[src/rtl/fetch_pkg.sv]
// Shared types and constants for the program-sequencing core.
package fetch_pkg;

  typedef enum logic [1:0] {
    IDLE   = 2'd0,
    RUN    = 2'd1,
    HALTED = 2'd2
  } fetch_state_t;

  localparam int unsigned FLAG_CARRY   = 0;
  localparam int unsigned FLAG_ZERO    = 1;
  localparam int unsigned FLAG_GREATER = 2;

endpackage

[src/rtl/fetch_unit_sat_counter.sv]
// Saturating up-counter with synchronous clear and a registered at-max flag.
module sat_counter #(
  parameter int unsigned W = 16
) (
  input  logic         clk,
  input  logic         rst_n,
  input  logic         clr,
  input  logic         inc,
  output logic [W-1:0] count,
  output logic         at_max
);

  // at_max tracks count == all-ones, registered alongside the count itself
  always_ff @(posedge clk or negedge rst_n) begin
    if (!rst_n) begin
      count  <= '0;
      at_max <= 1'b0;
    end else if (clr) begin
      count  <= '0;
      at_max <= 1'b0;
    end else if (inc && !at_max) begin
      count  <= count + W'(1);
      at_max <= (count == ~W'(1));
    end
  end

endmodule

[src/rtl/fetch_unit.sv]
// Program sequencer: PC with absolute/relative jumps, run/halt FSM, stall, flags, perf counters.
module fetch_unit
  import fetch_pkg::*;
#(
  parameter int unsigned PC_W       = 16,
  parameter int unsigned OFFS_W     = 8,
  parameter int unsigned FLAG_W     = 3,
  parameter int unsigned CNT_W      = 16,
  parameter int unsigned START_ADDR = 0
) (
  input  logic              CLK,
  input  logic              reset_n,
  input  logic              start,
  input  logic              stall,
  input  logic              halt_req,
  input  logic              jump_en,
  input  logic              jump_rel,
  input  logic [PC_W-1:0]   jump_target,
  input  logic [OFFS_W-1:0] jump_offset,
  input  logic [FLAG_W-1:0] flags_in,
  input  logic [FLAG_W-1:0] flags_en,
  output logic [PC_W-1:0]   PC,
  output logic [FLAG_W-1:0] flags,
  output logic              running,
  output logic              halt,
  output logic [CNT_W-1:0]  cycle_ct,
  output logic [CNT_W-1:0]  instr_ct,
  output logic              cnt_sat
);

  localparam logic [PC_W-1:0] START_PC = PC_W'(START_ADDR);

  fetch_state_t      state_q;
  logic [PC_W-1:0]   pc_q;
  logic [FLAG_W-1:0] flags_q;
  logic [PC_W-1:0]   pc_next_c;
  logic [FLAG_W-1:0] flags_next_c;
  logic              cyc_at_max;
  logic              ins_at_max;
  logic              retire_c;

  // Next PC for a non-stalled, non-halting RUN cycle
  always_comb begin
    pc_next_c = pc_q + PC_W'(1);
    if (jump_en) begin
      if (jump_rel) pc_next_c = pc_q + PC_W'($signed(jump_offset));
      else          pc_next_c = jump_target;
    end
  end

  assign flags_next_c = (flags_q & ~flags_en) | (flags_in & flags_en);
  assign retire_c     = (state_q == RUN) && !stall;

  always_ff @(posedge CLK or negedge reset_n) begin
    if (!reset_n) begin
      state_q <= IDLE;
      pc_q    <= START_PC;
      flags_q <= '0;
    end else if (start) begin
      state_q <= RUN;
      pc_q    <= START_PC;
      flags_q <= '0;
    end else begin
      case (state_q)
        RUN: begin
          if (!stall) begin
            flags_q <= flags_next_c;
            if (halt_req) state_q <= HALTED;
            else          pc_q    <= pc_next_c;
          end
        end
        default: ;
      endcase
    end
  end

  sat_counter #(.W(CNT_W)) u_cycle_ct (
    .clk    (CLK),
    .rst_n  (reset_n),
    .clr    (start),
    .inc    (state_q == RUN),
    .count  (cycle_ct),
    .at_max (cyc_at_max)
  );

  sat_counter #(.W(CNT_W)) u_instr_ct (
    .clk    (CLK),
    .rst_n  (reset_n),
    .clr    (start),
    .inc    (retire_c),
    .count  (instr_ct),
    .at_max (ins_at_max)
  );

  assign PC      = pc_q;
  assign flags   = flags_q;
  assign running = (state_q == RUN);
  assign halt    = (state_q == HALTED);
  assign cnt_sat = cyc_at_max | ins_at_max;

endmodule

[config.mk]
export PLATFORM = sky130hd
export DESIGN_NAME = fetch_unit
export DESIGN_NICKNAME = d
export VERILOG_FILES = /design/src/rtl/fetch_pkg.sv /design/src/rtl/fetch_unit_sat_counter.sv /design/src/rtl/fetch_unit.sv
export SDC_FILE = /design/constraint.sdc
export NUM_CORES = 1
export LEC_CHECK = 0
export BUFFER_PORTS_ARGS = -buffer_cell sky130_fd_sc_hd__buf_2
export CORE_ASPECT_RATIO = 1.1
export CORE_MARGIN = 1
export CORE_UTILIZATION = 40
export DETAILED_ROUTE_END_ITERATION = 10
export GPL_ROUTABILITY_DRIVEN = 0
export PLACE_DENSITY = 0.6
export SKIP_CTS_REPAIR_TIMING = 1
export SLEW_MARGIN = 10
export SYNTH_ARGS = -nofsm -noshare
export SYNTH_HDL_FRONTEND = slang
export SYNTH_SLANG_ARGS = --single-unit
[constraint.sdc]
create_clock -name CLK -period 6.85 [get_ports CLK]
set_input_delay 0.3425 -clock CLK [delete_from_list [all_inputs] [get_ports CLK]]
set_output_delay 0.3425 -clock CLK [all_outputs]
set_load 0.005 [all_outputs]
* Word-level counts from Yosys, hierarchy flattened
Cells that the tools add are included.
** Storage, ports and cells
- Register bits after elaboration :: 55
- Input bits :: 37
- Output and inout bits :: 54
- Logic and storage cells :: 56
** Cells by class
- $add $sub $neg :: 4
- Equal/unequal tests :: 6
- Muxes and demuxes :: 21
- Bitwise logic cells :: 5
- Reduce and logical (&&, ||, !) cells :: 13
** Operators by type and width (number)
- $mux 16 :: 10
- $add 16x1->16 const B :: 3
- $eq 16x16->1 const B :: 2
- $add 16x16->16 :: 1
- $mux 3 :: 3
- $mux 2 :: 4
- $reduce_bool 2->1 :: 4
- $and 3x3->3 :: 2
- $reduce_and 3->1 :: 2
- $mux 1 :: 4
- $ne 2x2->1 const B :: 2
- $logic_and 1x1->1 :: 3
- $logic_not 1->1 :: 3
- $not 3->3 :: 1
- $or 3x3->3 :: 1
- $eq 2x1->1 const B :: 1
- $eq 2x2->1 const B :: 1
- $reduce_and 2->1 :: 1
- $or 1x1->1 :: 1

* Depth between registers and ports, before layout
Gate-level depths: netlist of run 1.
- Depth in word-level cells :: 7
- Depth in mapped cells :: 10
- Gate-level depth less buffers :: 10

* Modules after synthesis
A second synthesis of run 1 with hierarchy kept.
** Second synthesis, totals
- Cells, all modules :: 451
- Area, all modules :: 3978.8 um^2
** Modules (own cells, without submodules)
- fetch_unit :: times used 1, cells each 275, area an instance 2192.1 um^2, seq. area each 525.5 um^2
- sat_counter :: times used 2, cells each 88, area an instance 893.4 um^2, seq. area each 425.4 um^2

* Least setup slack after synthesis of run 1
No wires, ideal clock.
- Kind :: reg2reg
- Start point :: register pc_q[0] (netlist: PC[0])
- End point :: register pc_q[8] (netlist: PC[8])
- Setup time :: 0.064 ns
- Arrival time :: 2.229 ns
- Required time :: 6.786 ns
- Setup slack :: 4.556 ns
- Stages on the path, launching flop included :: 11
- Path buffers :: 0
- Period minus slack after synthesis :: 2.294 ns
- Cell sequence :: dfrtp_1 -> ha_1 -> inv_1 -> fa_1 -> nand2b_1 -> a211oi_1 -> o21ai_1 -> xnor2_1 -> mux2i_1 -> a221oi_1 -> a21o_1
** Between the ends
- Cells in the longest elaborated chain, start to end :: 7
- Elaborated cells on any way between the ends :: 8
- Classes of those cells :: add/sub: 2; mux: 6
** Ends and longest elaborated chain
- start, declared :: line fetch_unit.sv:34 : logic [PC_W-1:0] pc_q;
- start signal, assigned :: line fetch_unit.sv:69 : else pc_q <= pc_next_c;
- $add 16x16->16 :: line fetch_unit.sv:46 : if (jump_rel) pc_next_c = pc_q + PC_W'($signed(jump_offset));
- $mux 16 :: line fetch_unit.sv:46
- $mux 16 (*) :: line fetch_unit.sv:45 : if (jump_en) begin
- $mux 16 (*) :: line fetch_unit.sv:68 : if (halt_req) state_q <= HALTED;
- $mux 16 (*) :: line fetch_unit.sv:66 : if (!stall) begin
- $mux 16 (*) :: line fetch_unit.sv:64 : case (state_q)
- $mux 16 (*) :: line fetch_unit.sv:59 : end else if (start) begin
Every way passes the cells marked *; elsewhere a longest branch is shown, timed or not. The select of a mux whose other input is x is not followed.
A chain may end at the register's enable or synchronous reset.

* Worst setup path in the final report of run 1
- Start point :: register pc_q[0] (netlist: PC[0])
- End point :: register pc_q[10] (netlist: PC[10])
The elaborated chain is that of the path after synthesis.

==> results of run 1 <==
## layer usage
| layer | GRT usage | up-vias |
|---|---|---|
| li1 | - | 1739 |
| met1 | 0.274 | 1628 |
| met2 | 0.323 | 83 |
| met3 | 0.0351 | 7 |
| met4 | 0.0414 | 0 |
| met5 | 0 | - |
## stage by stage
stage                     instance area [um^2]   util  setup slack, ns
after floorplan                           3740      -             4.56
after global placement                    4280  0.478             4.35
after detailed placement                  4280  0.478             4.25
after CTS                                 4370  0.487             4.22
after global routing                      4370  0.487             3.97
final                                     4370  0.487             4.24
## power by group through the flow
stage                     registers, mW  clock network, mW  logic [mW]
after floorplan                   0.355                  0      0.0834
after global routing              0.353              0.196       0.150
final                             0.351              0.177       0.132
after global placement            0.357                  0       0.131
after detailed placement          0.357                  0       0.133
after CTS                         0.351              0.187       0.133
## worst paths after layout
kind / to / slack [ns] / depth (start not counted)
max: PC[10] / 4.24 / 10
min in group CLK: flags[2] / 0.28 / 3
min reg2reg: flags[0] / 0.52 / 2
max in group asynchronous: PC[14] / 6.21 / 2
max reg2reg: PC[10] / 4.24 / 10
min: u_cycle_ct.count[8] / 0.17 / 2
## cells by family after synthesis
kind of cell | after synthesis | share of synthesized area
buffers and inverters | 26 | 0.0261
DFF | 55 | 0.368
xor gates and xnor gates | 38 | 0.0890
AOI/OAI and AO/OA | 105 | 0.164
muxes | 11 | 0.0315
and+or+nand+nor | 191 | 0.249
adders and majority gates | 21 | 0.0723
## worst max-delay path: cells and delay by family, from the launching register on
kind,cells,cell delay [ns]
buffers and inverters,1,0.05
multiplexers,1,0.16
adder cells (fa/ha/maj),2,0.59
AND/OR/NAND/NOR,2,0.40
AO/OA/AOI/OAI,4,0.86
flip-flops,1,0.47
## cell type report
| type | count | area share |
|---|---|---|
| clock buffer | 6 | 0.0166 |
| inverter | 11 | 0.00945 |
| tap | 114 | 0.0327 |
| sequential | 55 | 0.315 |
| multi-input combinational | 366 | 0.518 |
| timing repair buffer | 91 | 0.105 |
| clock inverter | 2 | 0.00286 |
## synth_stat cells, types with 9 or more instances
master,instances
xnor2_1,13
nor2_1,63
clkbuf_1,14
xor2_1,25
nand2_1,44
ha_1,20
nor3_1,9
inv_1,11
nand3_1,27
o21ai_0,33
a21oi_1,38
dfrtp_1,55
## sequential cells by signal (all words and copies together), names as in the netlist
name,count
u_cycle_ct.count,16
u_instr_ct.at_max,1
u_instr_ct.count,16
u_cycle_ct.at_max,1
state_q,2
PC,16
flags,3
==> metrics.md, run 1 <==
| Metric | Value |
|---|---|
| Commonest non-fill, non-tap cell in the layout | buf_2 |
| Metal-1 WL | 4430 um |
| Timing startpoint of the critical path | PC[0] |
| Pleak | roughly 2.1 nW |
| Met3 wire length | 480 um |
| Multi-input combinational cell area | 0.00226 mm^2 |
| FF+latch count, synth | 55 |
| Vias per std cell | 5.36 |
| Critical-path cell list | ha_1, inv_1, fa_1, nand2b_1, a211oi_1, o211ai_1, mux2i_1, nor3_1, a21oi_1, o21ai_0 |
| DIE AREA | 0.00974 mm^2 |
| Mapped Nets | 505 |
| Die extent in x | 94.2 um |
| DRC Markers | 0 |
| CP Max Fanout | 7 |
| First-pass GRT wire length | 15300 um |
| Synthesized area | 0.00374 mm^2 |
| Drt first pass iters | 4 |
| CP max stage delay | 0.47 ns |
| Syn avg cell area | 8.36 um^2 |
| Layout fillers | 893 |
| Port bufs | 90 |
| FF+latch area | 0.00138 mm^2 |
| GRT Overall Usage | 0.197 |
| Cells after Synth | 447 |
| 1st-iter DRT viols | 112 |
| Slew Viols, Final | 0 |
| Post-synth top area share | 0.368 |
| R2r startpoint | PC[0] |
| Flop pwr share | 0.531 |
| Area contributors post-synth | dfrtp_1 (37%), ha_1 (6.7%), nor2_1 (6.3%) |
| Synth cell types | 44 |
| Switching Share | 0.300 |
| # Max-Cap Violations | 0 |
| H-tree depth | 2 |
| Worst-path clk slew | 0.10 ns |
| Worst setup path class | reg -> reg |
| Longest Clk Path Bufs | 2 |
| Internal power | 463 uW |
| Max layer used | met4 |
| Final worst path period need | ~2.6 ns |
| Status | complete, no violations |
| CTS root buf | clkbuf_8 |
| DRT Wirelength | approximately 9000 um |
| Core area | approximately 0.0090 mm^2 |
| Slowest cell on the critical path | dfrtp_1 |
| Largest net degree at the start of global routing | 56 |
| Final hold vios | 0 |
| Final std cells w/o fill | 645 |
| TritonCTS buffer count | 5 |
| PD cells | ~150 mW/mm^2 |
| Via count | 3457 |
| Hold WS | 0.169 ns |
| Synth area leader | dfrtp_1 |
| TritonCTS Sinks | 55 |
| EDFF count, synth | 0 |
| Ports | 91 |
| Endpoints failing setup | 0 |
| Final ANT Viol Nets | 0 |
| Sequential element share of the synthesized area | 0.368 |
| Starting density of the core | 0.417 |
| Num rows | 36 |
| Crit path DAT | 2.83 ns |
| Most frequent cells in the layout | buf_2 (90), nor2_1 (63), dfrtp_1 (55) |
| Asr flop ratio synth | 1.00 |
| Fin crit share | 0.381 |
| Crit path required time | approximately 7.1 ns |
| Fraction of layout cells with a size suffix above 1 | 0.207 |
| Post-detailed-route wirelength per cell | 14.3 um |
| Synth warnings | 0 |
| Normalized max-slew margin | 0.338 |
| Worst Skew | 0.0108 ns |
| Fmax achieved | between 300 and 400 MHz |
| Switching pwr | ~200 uW |
| Area delta synth->final | 16.8% |
| Clock insertion delay at the later pin of the skew report | 0.31 ns |
| Top_reg_cell synth | dfrtp_1 |
| Crit start category | flip-flop |
| Total Nets Final | 588 |
| Total chip power | 661 uW |
| Power share of the combinational group | 0.200 |
| Ant diodes | 0 |
| Final setup TNS | 0 ns |
| Met2 wire len | 4250 um |
| Critical path capture point type | flip-flop |
| Worst vdd ir | between 80 and 90 uV |
| Dpl cells | 637 |
| Vias in the first global route | around 3200 |
| GRT overflow | 0 |
| CTS tree | built |
| DIE HEIGHT | around 100 um |
| RSZ-0062 raised after global routing | no |
| DP HPWL | ~6800 um |
| Initial antenna violation count | 0 |
| Clock share of power | 0.269 |
| Pin slew with the least headroom to its limit | 0.990 ns |
| Hold/Removal Path Class | in -> async |
(Power assumes the default switching activity.)
==> run 2, diff against run 1 <==
Clock period 6.85 ns to 2.75 ns, I/O delays scaled along.
==> run 2 against run 1 <==
Via count is 3.8% higher. Largest cell class unchanged. Count of clock-buffer cells in the layout stayed put. Worst hold slack worse by 0.10 ns. Critical endpoint unchanged. Highest routed layer unchanged. Largest power group unchanged.
==> metrics.md, run 2 (same netlist as run 1, synthesis figures left out) <==
| Metric | Value |
|---|---|
| DRT Wirelength | 9650 um (+4.5%) |
| R2R setup slack | 0.28 ns (-3.96 ns) |
| Buf/Inv on CP | 1 (unchanged) |
| Die extent in x | 94.2 um (unchanged) |
| Crit path DAT | 2.70 ns (-0.13 ns) |
| TritonCTS Sinks | 55 (unchanged) |
| Slew Viols, Final | 0 (unchanged) |
| Crit path required time | 2.98 ns (-4.10 ns) |
| Post-detailed-route wirelength per cell | 14.7 um (+2.7%) |
| CTS tree | built |
| PD cells | 374 mW/mm^2 (+150%) |
| Final setup TNS | 0 ns (unchanged) |
| Ports | 91 (unchanged) |
| TritonCTS buffer count | 5 (unchanged) |
| Total Nets Final | 599 (+1.9%) |
| DIE AREA | 0.00974 mm^2 (unchanged) |
| Pin slew with the least headroom to its limit | 0.630 ns (-0.360 ns) |
| Fraction of layout cells with a size suffix above 1 | 0.223 (+0.0161) |
| H-tree depth | 2 (unchanged) |
| Path depth of the worst reg2reg path | 10 (unchanged) |
| Ant diodes | 0 (unchanged) |
| Endpoints failing setup | 0 (unchanged) |
| DP HPWL | 7240 um (+6.2%) |
| Final worst path period need | 2.47 ns (-0.141 ns) |
| Most frequent cells in the layout | buf_2 (90), nor2_1 (63), dfrtp_1 (55) |
| Crit path to | PC[10] |
| Area delta synth->final | 19.2% |
| Port bufs | 90 (unchanged) |
| Crit start category | flip-flop |
| Largest net degree at the start of global routing | 40 (-29%) |
| GRT Overall Usage | 0.211 (+0.0138) |
| Pleak | 2.16 nW (+2.6%) |
| Fin crit share | 0.897 (+0.516) |
| Worst setup path class | reg -> reg |
| Worst Skew | 0.00374 ns (-0.00706 ns) |
| Hold WS | 0.0659 ns (-0.103 ns) |
| PnR worst setup slack | 0.284 ns (-3.96 ns) |
| Starting density of the core | 0.417 (unchanged) |
| Commonest non-fill, non-tap cell in the layout | buf_2 |
| Critical path capture point type | flip-flop |
| Vias per std cell | 5.47 (+2.1%) |
| DP Area | 0.00436 mm^2 (+1.8%) |
| Critical-path cell list | ha_1, inv_1, fa_1, nand2b_1, a211oi_2, o211ai_1, mux2i_1, nor3_1, a21oi_1, o21ai_0 |
| Hold/Removal Path Class | in -> reg |
| Pre-CTS setup slack | 0.191 ns (-4.06 ns) |
| GRT overflow | 0 (unchanged) |
| RSZ-0062 raised after global routing | no |
| Final hold vios | 0 (unchanged) |
| # Max-Cap Violations | 0 (unchanged) |
| CP max stage delay | 0.46 ns (about the same) |
| Worst vdd ir | 287 uV (+260%) |
| Num rows | 36 (unchanged) |
| Layout fillers | 900 (+0.78%) |
| Clock insertion delay at the later pin of the skew report | 0.30 ns (about the same) |
| Longest Clk Path Bufs | 2 (unchanged) |
| Cell area after layout | 0.00446 mm^2 (+2.1%) |
| Slowest cell on the critical path | dfrtp_1 |
| CP Max Fanout | 7 (unchanged) |
| Timing startpoint of the critical path | PC[0] |
| Normalized max-slew margin | 0.580 (+0.242) |
| Status | complete, no violations |
| Drt first pass iters | 4 (unchanged) |
| R2r startpoint | PC[0] |
| DRC Markers | 0 (unchanged) |
| First-pass GRT wire length | 16200 um (+6.1%) |
| Vias in the first global route | 3380 (+5.5%) |
| Worst-path clk slew | 0.10 ns (about the same) |
| CP top delay family | compound AO/OA/AOI/OAI gates |
| Final ANT Viol Nets | 0 (unchanged) |
| Core area | 0.00896 mm^2 (unchanged) |
| CTS root buf | clkbuf_8 |
| Via count | 3589 (+3.8%) |
| DIE HEIGHT | 103 um (unchanged) |
| CP Depth | 10 (unchanged) |
| Fmax achieved | 405 MHz (+5.7%) |
| 1st-iter DRT viols | 165 (+47%) |
| Initial antenna violation count | 0 (unchanged) |
| Total chip power | 1.67 mW (+150%) |
| Worst R2R End | PC[10] |
## run 2: how the worst min path moves through the flow
stage                                end  depth (start not counted)         from  slack (ns)
detailed placement   u_cycle_ct.count[8]                          1      reset_n        0.11
finish                          flags[2]                          3  flags_in[2]        0.07
floorplan                          PC[0]                          0      reset_n       -0.16
CTS                 u_cycle_ct.count[13]                          1      reset_n       -0.23
global placement     u_cycle_ct.count[8]                          1      reset_n        0.11
global route                    flags[0]                          3  flags_in[0]        0.06
## run 2: layer usage
layer,wire (um),part of all wire,GRT usage
met5,0,0,0
met4,92,0.0095,0.0438
met3,689,0.071,0.0417
met2,4360,0.45,0.339
met1,4510,0.47,0.296
## run 2: where the power goes
| group | internal [mW] | switching [mW] |
|---|---|---|
| Sequential | 0.834 | 0.0373 |
| Combinational | 0.152 | 0.199 |
| Clock | 0.179 | 0.265 |
| Total | 1.17 | 0.501 |
## run 2: final cells by class
cell class	count	area, um^2	share of cell area
inverters	11	41.3	0.00926
multi-input cells	366	2270	0.509
clock buffers	6	72.6	0.0163
flip-flops and latches	55	1380	0.309
clock inverters	2	12.5	0.00281
repair buffers	102	543	0.122
well taps	114	143	0.0320
## run 2: per-stage QoR
| step | util | cells |
|---|---|---|
| floorplan | - | 447 |
| global placement | 0.486 | 647 |
| detailed placement | 0.486 | 647 |
| CTS | 0.496 | 655 |
| global route | 0.497 | 656 |
| finish | 0.497 | 656 |
## run 2: worst register-to-register path: cells and delay by family, from the launching register on
| family | cells | cell delay (ns) |
|---|---|---|
| AOI/OAI and AO/OA | 4 | 0.71 |
| adders and majority gates | 2 | 0.59 |
| buffers and inverters | 1 | 0.06 |
| DFF | 1 | 0.46 |
| muxes | 1 | 0.16 |
| and+or+nand+nor | 2 | 0.43 |
==> run 3, diff against run 2 <==
Settings changed: ABC_AREA set to 0, CELL_PAD_IN_SITES_DETAIL_PLACEMENT set to 1, CELL_PAD_IN_SITES_GLOBAL_PLACEMENT set to 2, CORE_UTILIZATION 40 to 31, GPL_TIMING_DRIVEN set to 0, PLACE_DENSITY 0.6 to 0.77.
==> run 3 against run 2 <==
Register-to-register slack worse by 0.06 ns. Setup slack lost 0.056 ns. Critical path depth stayed put. Sequential cell count did not move. Combinational power decreased by 1%. Count of clock-buffer cells in the layout unchanged. Sequential share of layout area fell by 0.57 points. First-iteration DRC count fell by 36%. Die area up 28%. Clock skew grew 0.0032 ns. Design area rose by 2.0%. Global-route usage shrank 2.2 points. Largest cell class unchanged. Largest power group unchanged. Highest routed layer unchanged.
==> metrics.md, run 3 (same netlist as run 1, synthesis figures left out) <==
| Metric | Value |
|---|---|
| Worst setup path class | reg -> reg |
| Pleak | 2.15 nW (-0.69%) |
| H-tree depth | 2 (unchanged) |
| Hold WS | 0.0849 ns (+0.0190 ns) |
| Min-delay src | flags_in[0] |
| Critical path capture point type | flip-flop |
| Clock insertion delay at the later pin of the skew report | 0.29 ns (about the same) |
| Final setup TNS | 0 ns (unchanged) |
| FF+latch area | 0.00138 mm^2 (about the same) |
| Slew Viols, Final | 0 (unchanged) |
| Cell area after layout | 0.00455 mm^2 (+2.0%) |
| Fmax achieved | 396 MHz (-2.2%) |
| RSZ-0062 raised after global routing | yes |
| Ant diodes | 0 (unchanged) |
| TritonCTS buffer count | 5 (unchanged) |
| GRT overflow | 0 (unchanged) |
| Timing startpoint of the critical path | PC[0] |
| Status | complete, no violations |
| Fraction of layout cells with a size suffix above 1 | 0.204 (-0.0192) |
| Met3 wire length | 442 um (-36%) |
| Pin slew with the least headroom to its limit | 0.745 ns (+0.114 ns) |
| Max layer used | met4 |
| CTS root buf | clkbuf_16 |
| Vias per std cell | 5.12 (-6.4%) |
| Fin crit share | 0.917 (+0.0203) |
| Final worst path period need | 2.52 ns (+0.0558 ns) |
| GRT Overall Usage | 0.189 (-0.0225) |
| DRC Markers | 0 (unchanged) |
| Hold/Removal Path Class | in -> reg |
| Crit start category | flip-flop |
| Initial antenna violation count | 0 (unchanged) |
| 1st-iter DRT viols | 106 (-36%) |
| Layout fillers | 1455 (+62%) |
| Port bufs | 88 (-2.2%) |
| Normalized max-slew margin | 0.504 (-0.0763) |
| Core area | 0.0116 mm^2 (+29%) |
| Worst vdd ir | 286 uV (-0.34%) |
| Post-detailed-route wirelength per cell | 16.3 um (+11%) |
| Area delta synth->final | 21.6% |
| Largest net degree at the start of global routing | 56 (+40%) |
| CP Max Fanout | 7 (unchanged) |
| Via count | 3552 (-1.0%) |
| Metal-1 WL | 5520 um (+23%) |
| DP Area | 0.00437 mm^2 (+0.26%) |
| Total chip power | 1.89 mW (+13%) |
| Drt first pass iters | 4 (unchanged) |
| Final hold vios | 0 (unchanged) |
| Starting density of the core | 0.322 (-0.0946) |
| Worst Skew | 0.00698 ns (+0.00324 ns) |
| Total Nets Final | 601 (+0.33%) |
| Final std cells w/o fill | 694 (+5.8%) |
| Crit path DAT | 2.71 ns (about the same) |
| Worst-path clk slew | 0.08 ns (-0.02 ns) |
| Crit path required time | 2.93 ns (-0.05 ns) |
| R2r startpoint | PC[0] |
| Met2 wire len | 5230 um (+20%) |
| Die extent in x | 107 um (+13%) |
| Num rows | 41 (+14%) |
| Multi-input combinational cell area | 0.00227 mm^2 (+0.22%) |
| DIE HEIGHT | 117 um (+13%) |
| First-pass GRT wire length | 18600 um (+15%) |
| TritonCTS Sinks | 55 (unchanged) |
| DP HPWL | 8750 um (+21%) |
| DRT Wirelength | 11300 um (+17%) |
| Ports | 91 (unchanged) |
| # Max-Cap Violations | 0 (unchanged) |
| Commonest non-fill, non-tap cell in the layout | buf_2 |
| Most frequent cells in the layout | buf_2 (87), nor2_1 (63), dfrtp_1 (54) |
| PD cells | 416 mW/mm^2 (+11%) |
| Endpoints failing setup | 0 (unchanged) |
| Longest Clk Path Bufs | 2 (unchanged) |
| DIE AREA | 0.0125 mm^2 (+28%) |
| Vias in the first global route | 3590 (+6.2%) |
| Dpl cells | 685 (+5.9%) |
| Final ANT Viol Nets | 0 (unchanged) |
| CTS tree | built |
run 3: cell count changes in the layout (fill, tap and decap cells not counted), sizes merged:
| cell | previous run | this run |
|---|---|---|
| buf | 101 | 89 |
| clkbuf | 6 | 20 |
run 3: worst max-delay path, stage by stage, from the launching register on:
cell and delay (ns):
dfrtp_2 0.43, ha_1 0.18, inv_1 0.06, fa_1 0.39, nand2b_1 0.19, a211oi_2 0.28, o21ai_1 0.15, xnor2_1 0.14
mux2i_1 0.26, a221oi_1 0.14, a21o_1 0.19
run 3: area by class of cell:
class	instances	share of cell area
inverter	11	0.00908
multi-input combinational	366	0.500
tap	150	0.0413
timing repair buffer	89	0.0996
sequential	55	0.303
clock inverter	2	0.00358
buffer	15	0.0124
clock buffer	6	0.0306
run 3: routing by layer:
| layer | vias up | GRT usage |
|---|---|---|
| li1 | 1773 | - |
| met1 | 1713 | 0.255 |
| met2 | 60 | 0.321 |
| met3 | 6 | 0.0305 |
| met4 | 0 | 0.0374 |
| met5 | - | 0 |
run 3: path summary, 6_finish.rpt:
kind	end	depth (start not counted)	slack [ns]
setup reg to reg	PC[8]	10	0.23
setup / recovery	PC[8]	10	0.23
max in group asynchronous	PC[0]	2	1.78
hold reg to reg	flags[1]	2	0.53
hold / removal	flags[0]	3	0.08
min in group asynchronous	PC[7]	2	0.46
run 3: power breakdown:
group          leakage, nW  internal, mW  switching [mW]
clock network       0.0731         0.365           0.302
logic                 1.32         0.143           0.204
registers            0.754         0.834          0.0424
run 3: per-stage QoR:
stage | utilization | setup WS, ns
global placement | 0.377 | 0.0649
global route | 0.392 | -0.0131
detailed placement | 0.377 | 0.0303
floorplan | - | 0.456
CTS | 0.390 | -0.00860
finish | 0.392 | 0.228
